File: src/rtl/glow_v1_pkg.sv
// Shared Glow v1 definitions for the multicycle mul/div engine: op encodings,
// ALU opcode mapping and engine state type.
package glow_v1_pkg;

  typedef logic [1:0] md_op_t;

  localparam md_op_t MD_MUL_LO = 2'd0;
  localparam md_op_t MD_MUL_HI = 2'd1;
  localparam md_op_t MD_DIV    = 2'd2;
  localparam md_op_t MD_MOD    = 2'd3;

  localparam logic [7:0] ALU_OP_MULLO = 8'h0f;
  localparam logic [7:0] ALU_OP_MULHI = 8'h10;
  localparam logic [7:0] ALU_OP_DIV   = 8'h11;
  localparam logic [7:0] ALU_OP_MOD   = 8'h12;

  typedef enum logic [1:0] {
    ST_IDLE = 2'd0,
    ST_RUN  = 2'd1,
    ST_DONE = 2'd2
  } md_state_t;

  // Only meaningful for the four multicycle ALU opcodes; others fall to MOD.
  function automatic md_op_t alu_to_md(input logic [7:0] alu_op);
    case (alu_op)
      ALU_OP_MULLO: return MD_MUL_LO;
      ALU_OP_MULHI: return MD_MUL_HI;
      ALU_OP_DIV:   return MD_DIV;
      default:      return MD_MOD;
    endcase
  endfunction

endpackage

File: src/rtl/glow_v1_muldiv_if.sv
// Request/response bundle between the ALU (master) and the mul/div engine (slave).
interface glow_v1_muldiv_if
  import glow_v1_pkg::*;
#(
  parameter int WIDTH = 8
);
  logic             start;
  md_op_t           op;
  logic [WIDTH-1:0] opa;
  logic [WIDTH-1:0] opb;
  logic             busy;
  logic             finish;
  logic [WIDTH-1:0] result;

  modport master (output start, op, opa, opb, input busy, finish, result);
  modport slave  (input start, op, opa, opb, output busy, finish, result);
endinterface

File: src/rtl/glow_v1_muldiv.sv
// Iterative unsigned multiply (shift-and-add) / divide (restoring) engine.
// One WIDTH+2-bit adder is shared: add for multiply, subtract for divide.
module glow_v1_muldiv
  import glow_v1_pkg::*;
#(
  parameter int WIDTH = 8
) (
  input  logic             clk,
  input  logic             rst,
  glow_v1_muldiv_if.slave  md
);

  localparam int CW = $clog2(WIDTH) + 1;

  md_state_t        state;
  logic [CW-1:0]    cnt;
  md_op_t           op_q;
  logic [WIDTH-1:0] b_q;
  logic [WIDTH:0]   acc;     // product high half / partial remainder
  logic [WIDTH-1:0] lo;      // product low half / quotient
  logic             busy_q, finish_q;
  logic [WIDTH-1:0] result_q;

  logic             is_div, last;
  logic [WIDTH:0]   x, y;
  logic [WIDTH+1:0] y_eff, sum;
  logic [WIDTH:0]   acc_nx;
  logic [WIDTH-1:0] lo_nx, res_nx;

  assign is_div = (op_q == MD_DIV) || (op_q == MD_MOD);
  assign last   = (state == ST_RUN) && (cnt == CW'(WIDTH - 1));

  always_comb begin
    x      = is_div ? {acc[WIDTH-1:0], lo[WIDTH-1]} : acc;
    y      = (is_div || lo[0]) ? {1'b0, b_q} : '0;
    y_eff  = is_div ? ~{1'b0, y} : {1'b0, y};
    sum    = {1'b0, x} + y_eff + {{(WIDTH+1){1'b0}}, is_div};
    acc_nx = {1'b0, sum[WIDTH:1]};
    lo_nx  = {sum[0], lo[WIDTH-1:1]};
    if (is_div) begin
      // sum MSB set means the trial subtraction went negative: restore
      acc_nx = sum[WIDTH+1] ? x : sum[WIDTH:0];
      lo_nx  = {lo[WIDTH-2:0], ~sum[WIDTH+1]};
    end
    case (op_q)
      MD_MUL_LO: res_nx = lo_nx;
      MD_MUL_HI: res_nx = acc_nx[WIDTH-1:0];
      MD_DIV:    res_nx = lo_nx;
      default:   res_nx = acc_nx[WIDTH-1:0];
    endcase
  end

  always_ff @(posedge clk or negedge rst) begin
    if (!rst) begin
      state    <= ST_IDLE;
      cnt      <= '0;
      op_q     <= MD_MUL_LO;
      b_q      <= '0;
      acc      <= '0;
      lo       <= '0;
      busy_q   <= 1'b0;
      finish_q <= 1'b0;
      result_q <= '0;
    end else begin
      finish_q <= 1'b0;
      case (state)
        ST_RUN: begin
          acc <= acc_nx;
          lo  <= lo_nx;
          cnt <= cnt + CW'(1);
          if (last) begin
            state    <= ST_DONE;
            busy_q   <= 1'b0;
            finish_q <= 1'b1;
            result_q <= res_nx;
          end
        end
        default: begin
          if (md.start) begin
            state  <= ST_RUN;
            busy_q <= 1'b1;
            op_q   <= md.op;
            b_q    <= md.opb;
            acc    <= '0;
            lo     <= md.opa;
            cnt    <= '0;
          end else begin
            state  <= ST_IDLE;
          end
        end
      endcase
    end
  end

  assign md.busy   = busy_q;
  assign md.finish = finish_q;
  assign md.result = result_q;

endmodule

File: src/flat_wrapper.sv
// flat-port wrapper written by rule: the top's interface ports become plain ports
module glow_v1_muldiv_flat import glow_v1_pkg::*;
#(
  parameter int WIDTH = 8
)
  (clk, rst, md_start, md_op, md_opa, md_opb, md_busy, md_finish, md_result);
  glow_v1_muldiv_if #(.WIDTH(WIDTH)) md_i ();
  input  logic clk;
  input  logic rst;
  input wire logic [$bits(md_i.start)-1:0] md_start;
  input wire logic [$bits(md_i.op)-1:0] md_op;
  input wire logic [$bits(md_i.opa)-1:0] md_opa;
  input wire logic [$bits(md_i.opb)-1:0] md_opb;
  output wire logic [$bits(md_i.busy)-1:0] md_busy;
  output wire logic [$bits(md_i.finish)-1:0] md_finish;
  output wire logic [$bits(md_i.result)-1:0] md_result;
  assign md_i.start = md_start;
  assign md_i.op = md_op;
  assign md_i.opa = md_opa;
  assign md_i.opb = md_opb;
  assign md_busy = md_i.busy;
  assign md_finish = md_i.finish;
  assign md_result = md_i.result;
  glow_v1_muldiv #(.WIDTH(WIDTH)) u_core (.clk(clk), .rst(rst), .md(md_i));
endmodule
File: config.mk
export PLATFORM = sky130hd
export DESIGN_NAME = glow_v1_muldiv_flat
export DESIGN_NICKNAME = d
export VERILOG_FILES = /design/src/rtl/glow_v1_pkg.sv /design/src/rtl/glow_v1_muldiv_if.sv /design/src/rtl/glow_v1_muldiv.sv /design/src/flat_wrapper.sv
export SDC_FILE = /design/constraint.sdc
export NUM_CORES = 1
export LEC_CHECK = 0
export CAP_MARGIN = 25
export CORE_MARGIN = 10
export CORE_UTILIZATION = 61
export DETAILED_ROUTE_END_ITERATION = 8
export PLACE_DENSITY = 0.95
export RECOVER_POWER = 25
export SETUP_SLACK_MARGIN = 0.5
export SKIP_CTS_REPAIR_TIMING = 1
export SLEW_MARGIN = 20
export SYNTH_ARGS = -nofsm -noshare
export SYNTH_HDL_FRONTEND = slang
export SYNTH_SLANG_ARGS = --single-unit
File: constraint.sdc
create_clock -name clk -period 6.9 [get_ports clk]
set_input_delay 0.69 -clock clk [delete_from_list [all_inputs] [get_ports clk]]
set_output_delay 0.69 -clock clk [all_outputs]
set_load 0.05 [all_outputs]
# --- Word-level counts from Yosys, hierarchy flattened ---
# Cells that the tools add are included.
op_classes:
  n_eq_ne: 5
  bitwise: 3
  mux: 21
  n_reduce_logical: 9
  add_sub_neg: 3
op_table:
  columns: ["cell", "n"]
  rows:
  - ["9-bit two-way mux", 5]
  - ["8-bit two-way mux", 5]
  - ["10-bit by 1-bit adder with 10-bit output", 1]
  - ["9-bit by 10-bit adder with 10-bit output", 1]
  - ["10-bit two-way mux", 1]
  - ["9-bit inverter with 10-bit output", 1]
  - ["4-bit two-way mux", 2]
  - ["1-bit two-way mux", 6]
  - ["2-bit AND reduction", 3]
  - ["4-bit by 1-bit adder with 4-bit output, second input constant", 1]
  - ["2-bit == test, second input constant", 2]
  - ["4-bit by 3-bit == test with 1-bit output, second input constant", 1]
  - ["2-bit two-way mux", 2]
  - ["2-bit by 1-bit == test with 1-bit output, second input constant", 1]
  - ["2-bit zero test", 1]
  - ["1-bit logical OR", 2]
  - ["2-bit by 1-bit inequality test with 1-bit output, second input constant", 1]
  - ["1-bit inverter", 2]
  - ["2-bit nonzero test", 1]
  - ["2-bit OR reduction", 1]
  - ["1-bit logical AND", 1]
word_totals:
  out_inout_bits: 10
  register_bits: 43
  elab_cells: 50
  input_bits: 21

# --- Longest topological paths before layout ---
# Gate-level depths: netlist (run 1).
logic_depth:
  word_depth: 11
  depth_mapped: 13
  depth_no_buf: 11

# --- Worst setup path after synthesis (run 1) ---
# Ideal clock, no wire load.
synth_path:
  kind: "register to register"
  start: "register u_core.op_q[1]"
  end: "register u_core.result_q[6] (netlist: u_core.md.result[6])"
  stages_incl_launch_ff: 13
  synth_period_minus_slack_ns: 3.233
  arrival_time_ns: 3.107
  path_slack_ns: 3.667
  t_required_ns: 6.774
  path_buffers: 4
  setup_time_ns: 0.126
  path_cell_list: "dfrtp_1 -> buf_2 -> buf_1 -> buf_2 -> mux2_2 -> ha_1 -> clkbuf_1 -> nand4_1 -> a2111o_1 -> nand3_4 -> mux2i_1 -> nor2_1 -> o32a_1"
synth_between:
  elab_chain_len: 11
  elab_cells_between_ends: 16
  classes_between: "2 x add/sub; 2 x eq/ne; 7 x mux; 1 x bitwise; 4 x reduce/logical"
synth_rtl:
  columns: ["item", "line", "text"]
  rows:
  - ["start, declared", "glow_v1_muldiv.sv:17", "md_op_t op_q;"]
  - ["start signal, assigned", "glow_v1_muldiv.sv:82", "op_q <= md.op;"]
  - ["2-bit == test, on equally long branches", "glow_v1_muldiv.sv:30, glow_v1_muldiv.sv:45", null]
  - ["1-bit logical OR", "glow_v1_muldiv.sv:30", "assign is_div = (op_q == MD_DIV) || (op_q == MD_MOD);"]
  - ["1-bit logical OR", "glow_v1_muldiv.sv:35", "y = (is_div || lo[0]) ? {1'b0, b_q} : '0;"]
  - ["8-bit two-way mux", "glow_v1_muldiv.sv:35", null]
  - ["9-bit inverter with 10-bit output", "glow_v1_muldiv.sv:36", "y_eff = is_div ? ~{1'b0, y} : {1'b0, y};"]
  - ["10-bit two-way mux", "glow_v1_muldiv.sv:36", null]
  - ["9-bit by 10-bit adder with 10-bit output", "glow_v1_muldiv.sv:37", "sum = {1'b0, x} + y_eff + {{(WIDTH+1){1'b0}}, is_div};"]
  - ["10-bit by 1-bit adder with 10-bit output", "glow_v1_muldiv.sv:37", null]
  - ["9-bit two-way mux", "glow_v1_muldiv.sv:42", "acc_nx = sum[WIDTH+1] ? x : sum[WIDTH:0];"]
  - ["9-bit two-way mux", "glow_v1_muldiv.sv:40", "if (is_div) begin"]
  - ["8-bit two-way mux (*)", "glow_v1_muldiv.sv:45", "case (op_q)"]
  - ["end signal, assigned", "glow_v1_muldiv.sv:75", "result_q <= res_nx;"]
  - ["end, declared", "glow_v1_muldiv.sv:22", "logic [WIDTH-1:0] result_q;"]
# Every way passes the cells marked *; elsewhere a longest branch is shown, timed or not.
# A chain may end at the register's enable or synchronous reset.

# --- Final worst setup path (run 1) ---
# Same ends and word-level chain as after synthesis.

==> results of run 1 <==
-- layout make-up --
class                           instances  share of cell area
Clock buffer                            5             0.02124
Tap cell                               52             0.02008
Multi-Input combinational cell        232              0.5153
Sequential cell                        43              0.3322
Inverter                                9             0.01043
Timing Repair Buffer                   33             0.09656
Clock inverter                          2            0.004249
-- routing by layer --
layer	track usage	share of wire	wire, um
met5	0	0	0
met1	0.2314	0.41	2930
met4	0.1043	0.039	279
met3	0.02849	0.068	482
met2	0.2920	0.48	3380
-- Yosys cell counts, drive strengths merged (3+ instances only) --
| cell | n | share of area |
|---|---|---|
| dfrtp | 43 | 0.38 |
| o21ai | 31 | 0.054 |
| nand2 | 30 | 0.039 |
| mux2 | 27 | 0.11 |
| nor2 | 19 | 0.025 |
| a21oi | 15 | 0.026 |
| mux2i | 14 | 0.049 |
| clkbuf | 12 | 0.016 |
| a31oi | 8 | 0.018 |
| ha | 8 | 0.035 |
| inv | 8 | 0.011 |
| nor2b | 8 | 0.018 |
| buf | 7 | 0.011 |
| nand3 | 7 | 0.017 |
| a211oi | 6 | 0.018 |
| nand2b | 6 | 0.013 |
| nand4 | 4 | 0.014 |
| nor3 | 4 | 0.0070 |
| o22ai | 4 | 0.011 |
| xnor2 | 4 | 0.012 |
| xor2 | 4 | 0.012 |
| a21o | 3 | 0.0083 |
| and2b | 3 | 0.0088 |
-- through the flow --
stage | utilization | hold slack [ns] | worst slack, ns | instance area (um2)
6_report | 0.7289 | 0.5027 | 3.569 | 3239
5_1_grt | 0.7289 | 0.5173 | 3.327 | 3239
4_1_cts | 0.7283 | 0.5040 | 3.639 | 3237
3_5_place_dp | 0.7097 | 0.4840 | 3.665 | 3154
3_3_place_gp | 0.7097 | 0.4603 | 3.720 | 3154
2_1_floorplan | - | 0.3944 | 3.667 | 2855
-- how the worst max path moves through the flow --
stage | startpoint | end | slack [ns] | cells after the start
2_1_floorplan | u_core.op_q[1] | u_core.md.result[6] | 3.67 | 12
3_3_place_gp | u_core.op_q[1] | u_core.md.result[6] | 3.72 | 12
3_5_place_dp | u_core.op_q[1] | u_core.md.result[6] | 3.66 | 12
4_1_cts | u_core.op_q[1] | u_core.md.result[6] | 3.64 | 12
5_1_grt | u_core.op_q[1] | u_core.md.result[4] | 3.33 | 11
6_report | u_core.op_q[1] | u_core.md.result[6] | 3.57 | 11
-- sequential cells by signal, indices dropped and copies added (netlist names) --
signal            count
u_core.acc            9
u_core.b_q            8
u_core.cnt            4
u_core.lo             8
u_core.md.busy        1
u_core.md.finish      1
u_core.md.result      8
u_core.op_q           2
u_core.state          2
-- critical path, stage by stage, from the launching register on --
cell	delay (ns)
dfrtp_1	0.33
buf_4	0.45
and2b_4	0.30
mux2_2	0.27
ha_1	0.37
a211oi_1	0.27
nor2_1	0.09
o21ai_1	0.32
nand3_4	0.22
mux2i_1	0.24
nor2_1	0.06
o32a_1	0.28
-- kinds of logic after synthesis --
kind of cell | Yosys count | share of synthesized area
xor+xnor | 8 | 0.02454
buf+inv | 28 | 0.03856
simple gates | 88 | 0.1586
mux | 41 | 0.1556
compound gates | 86 | 0.2038
flops | 43 | 0.3769
fa+ha+maj | 9 | 0.04207
-- placed cells by master, fill, tap and decap left out, types with 6 or more instances in the layout --
cell	n
nor2b_1	8
o21ai_0	26
ha_1	8
nand2b_1	6
clkdlybuf4s50_1	29
a21oi_1	15
nor2_1	19
mux2i_1	14
inv_1	8
a31oi_1	8
dfrtp_1	43
mux2_2	27
nand2_1	30
nand3_1	6
==> qor.json, run 1 <==
{
  "floorplan.die.height_um": 88.42,
  "rows": 24,
  "path_max_fanout": 57,
  "synth_seq_cells": 43,
  "yosysSeqAreaShare": 0.3769,
  "synthesis.instances": 303,
  "status": "finished clean",
  "core_area_um2": 4444,
  "setup.reg_to_reg.worst_slack_ns": 3.57,
  "setup.worst_path.end_class": "register",
  "final_weighted_congestion_in_routability_driven_placement": 0.9569,
  "tightestPinTransition_ns": 1.243,
  "fp.dieW_um": 88.42,
  "final_cells": 376,
  "finalHoldViolCount": 0,
  "postRouteWirelength_um": 7073,
  "floorplan.die_area_um2": 7817,
  "vias": 2502,
  "grt_pass1_vias": 2375,
  "design.portCount": 31,
  "port-buffer-count": 30,
  "start_util": 0.6425,
  "ff2ff_path_depth": 11,
  "netlist-cell-type-count": 55,
  "nets": 354,
  "area_of_the_multi_input_gates_um2": 1669,
  "timing.final.crit_share": 0.4828,
  "worst_endpoint_data_arrival_time_ns": 3.53,
  "drive_above_1_share": 0.1389,
  "grt_antenna_before_repair": 0,
  "avgRoutedWirePerCell_um": 18.81,
  "min_delay_worst_endpoint": "u_core.md.busy",
  "ctsLongestPathBuffers": 2,
  "synthesis.nets": 333,
  "drt_first_pass_iters": 6,
  "number_of_violations_reported_at_the_end_of_detailed_routing_iteration_0": 337,
  "antenna_cells": 0,
  "cts_made_buffers": 5,
  "max_freq_mhz": 300.2,
  "worst_hold_path.num_cells": 2,
  "clk-insertion-delay-late_ns": 0.31,
  "share_of_synthesized_registers_carrying_an_async_set_or_reset": 1.000,
  "dominantRegCellSynth": "dfrtp_1",
  "clk_transition_reported_paths_ns": 0.09,
  "timing.critical_path.from_type": "register",
  "max-slew-margin-rel": 0.1710,
  "ctsHtreeMaxLevel": 2,
  "vias_per_cell": 6.654,
  "max_cap_violations": 0,
  "crit_type": "reg -> reg",
  "place.detailed.hpwl_um": 5002,
  "ctsRootBufferMaster": "clkbuf_8",
  "maximum_number_of_pins_on_one_net_before_global_route_repair": 58,
  "hold_class": "reg -> reg",
  "remaining_drc_errors": 0,
  "grt_overflow_total": 0,
  "area.sequential_um2": 1076,
  "clock_tree_from_tritoncts": "yes",
  "crit-reg2reg-capture": "u_core.md.result[6]",
  "time_the_final_worst_path_needs_with_i_o_delays_and_setup_ns": 3.331,
  "finalSetupViolCount": 0,
  "numClockSinks": 43,
  "worst-endpoint-required_ns": 7.10,
  "grt_first_pass_wirelength_um": 11340,
  "rsz0062_at_grt": "false",
  "grt.total_usage": 0.1831,
  "rr_startpoint": "u_core.op_q[1]",
  "syn_area_per_cell_um2": 9.423,
  "hold_path.startpoint": "u_core.md.busy",
  "drtAntennaViolNets": 0,
  "fin_clk_skew_ns": 0.009926,
  "max_slew_violation_total_from_the_final_report": 0,
  "placed_cells_incl_taps": 368,
  "number_of_flops_mapped_to_enable_cells_by_yosys": 0,
  "fillCellCount": 319,
  "yosysWarnings": 0,
  "synthToLayoutAreaGrowth_pct": 13.45,
  "syn-cell-area_um2": 2855,
  "finalSetupTns_ns": 0
}
Power of run 1 is not shown: default switching activity piles up to over one toggle a cycle in this logic, so the estimate is an artifact.
==> run 2: changes to the inputs <==
--- a/config.mk
+++ b/config.mk
@@ -7,9 +7,9 @@
 export LEC_CHECK = 0
 export CAP_MARGIN = 25
 export CORE_MARGIN = 10
-export CORE_UTILIZATION = 61
+export CORE_UTILIZATION = 51
 export DETAILED_ROUTE_END_ITERATION = 8
-export PLACE_DENSITY = 0.95
+export PLACE_DENSITY = 0.87
 export RECOVER_POWER = 25
 export SETUP_SLACK_MARGIN = 0.5
 export SKIP_CTS_REPAIR_TIMING = 1
==> constraint.sdc (replaced) <==
create_clock -name clk -period 2.9 [get_ports clk]
set_input_delay 0.29 -clock clk [delete_from_list [all_inputs] [get_ports clk]]
set_output_delay 0.29 -clock clk [all_outputs]
set_load 0.05 [all_outputs]
==> qor.json, run 2 (synthesized netlist as in run 1, its figures left out) <==
{
  "final_weighted_congestion_in_routability_driven_placement": 0.8875,
  "rows": 27,
  "core_area_um2": 5473,
  "finalSetupViolCount": 0,
  "avgRoutedWirePerCell_um": 19.70,
  "status": "finished clean",
  "vias_per_cell": 6.253,
  "ctsRootBufferMaster": "clkbuf_8",
  "max_freq_mhz": 351.8,
  "design.portCount": 31,
  "drive_above_1_share": 0.2824,
  "grt_overflow_total": 0,
  "port-buffer-count": 30,
  "drtAntennaViolNets": 0,
  "numClockSinks": 43,
  "setup.worst_path.end_class": "register",
  "start_util": 0.5217,
  "remaining_drc_errors": 0,
  "max-slew-margin-rel": 0.1600,
  "ctsHtreeMaxLevel": 2,
  "antenna_cells": 0,
  "postRouteWirelength_um": 8255,
  "place.detailed.hpwl_um": 5397,
  "layout.cells.most_common": "dfrtp_1",
  "rsz0062_at_grt": "true",
  "synthToLayoutAreaGrowth_pct": 30.46,
  "number_of_violations_reported_at_the_end_of_detailed_routing_iteration_0": 341,
  "timing.critical_path.from_type": "register",
  "nets": 376,
  "drt_first_pass_iters": 5,
  "most_flop_heavy_register": "u_core.acc",
  "fin_clk_skew_ns": 0.008463,
  "largest_register_ffs": 9,
  "clk-insertion-delay-late_ns": 0.31,
  "grt.total_usage": 0.1717,
  "crit_type": "reg -> reg",
  "worst-endpoint-required_ns": 3.09,
  "vias": 2620,
  "max_slew_violation_total_from_the_final_report": 0,
  "grt_first_pass_wirelength_um": 12430,
  "path_max_fanout": 16,
  "grt_pass1_vias": 2480,
  "floorplan.die_area_um2": 8992,
  "tightestPinTransition_ns": 1.260,
  "max_cap_violations": 0,
  "grt_antenna_before_repair": 0,
  "finalSetupTns_ns": 0,
  "worst_endpoint_data_arrival_time_ns": 3.03,
  "timing.final.crit_share": 0.9803,
  "finalHoldViolCount": 0,
  "clk_transition_reported_paths_ns": 0.09,
  "ctsLongestPathBuffers": 2,
  "maximum_number_of_pins_on_one_net_before_global_route_repair": 44,
  "floorplan.die.height_um": 94.83,
  "clock_tree_from_tritoncts": "yes",
  "time_the_final_worst_path_needs_with_i_o_delays_and_setup_ns": 2.843,
  "cts_made_buffers": 5,
  "fp.dieW_um": 94.83,
  "hold_class": "reg -> reg",
  "most-common-layout-cells": "dfrtp_1 (41), clkdlybuf4s50_1 (29), nand2_1 (28)"
}
run 2: through the flow:
stage	util	instances	setup WS [ns]	hold WS, ns	area [um2]
floorplan	-	303	0.1798	-0.005591	3019
global placement	0.6113	396	0.1865	0.4624	3346
global route	0.6806	419	-0.008391	0.5296	3725
CTS	0.6289	404	0.06004	0.1639	3442
finish	0.6806	419	0.05725	0.4953	3725
detailed placement	0.6113	396	0.08226	0.4761	3346
run 2: layout make-up:
class                           count  area (um2)
Sequential cell                    43        1079
Inverter                            9       33.78
Fill cell                         389        1748
Tap cell                           72       90.09
Clock buffer                        6       82.58
Clock inverter                      2       13.76
Multi-Input combinational cell    232        1897
Timing Repair Buffer               55       529.3
run 2: path summary, 6_finish.rpt:
path | startpoint | end | slack [ns] | cells past startpoint
max in group asynchronous | rst | u_core.op_q[1] | 0.42 | 3
min in group asynchronous | rst | u_core.md.result[3] | 0.61 | 2
worst min register to register | u_core.md.result[3] | u_core.md.result[3] | 0.50 | 2
worst max-delay path | u_core.op_q[1] | u_core.md.result[6] | 0.06 | 10
worst max register to register | u_core.op_q[1] | u_core.md.result[6] | 0.06 | 10
worst min-delay path | u_core.md.result[3] | u_core.md.result[3] | 0.50 | 2
run 2: worst max-delay path, stage by stage (launching register included):
cell and delay [ns]:
dfrtp_2 0.44, buf_6 0.13, buf_12 0.14, mux2_4 0.31
ha_4 0.31, nand4_1 0.12, a2111o_1 0.49, nand3_4 0.16
mux2i_2 0.25, nor2_1 0.08, o32a_1 0.30
run 2: metal layers:
metal / routed length [um] / vias to the layer above / part of all wire / global-route usage
met5: 0 / - / 0 / 0
met4: 250 / 0 / 0.030 / 0.05611
met3: 549 / 28 / 0.067 / 0.03727
met2: 4044 / 139 / 0.49 / 0.2803
met1: 3410 / 1268 / 0.41 / 0.2204
li1: - / 1185 / - / -
Power of run 2 is left out for the same reason.
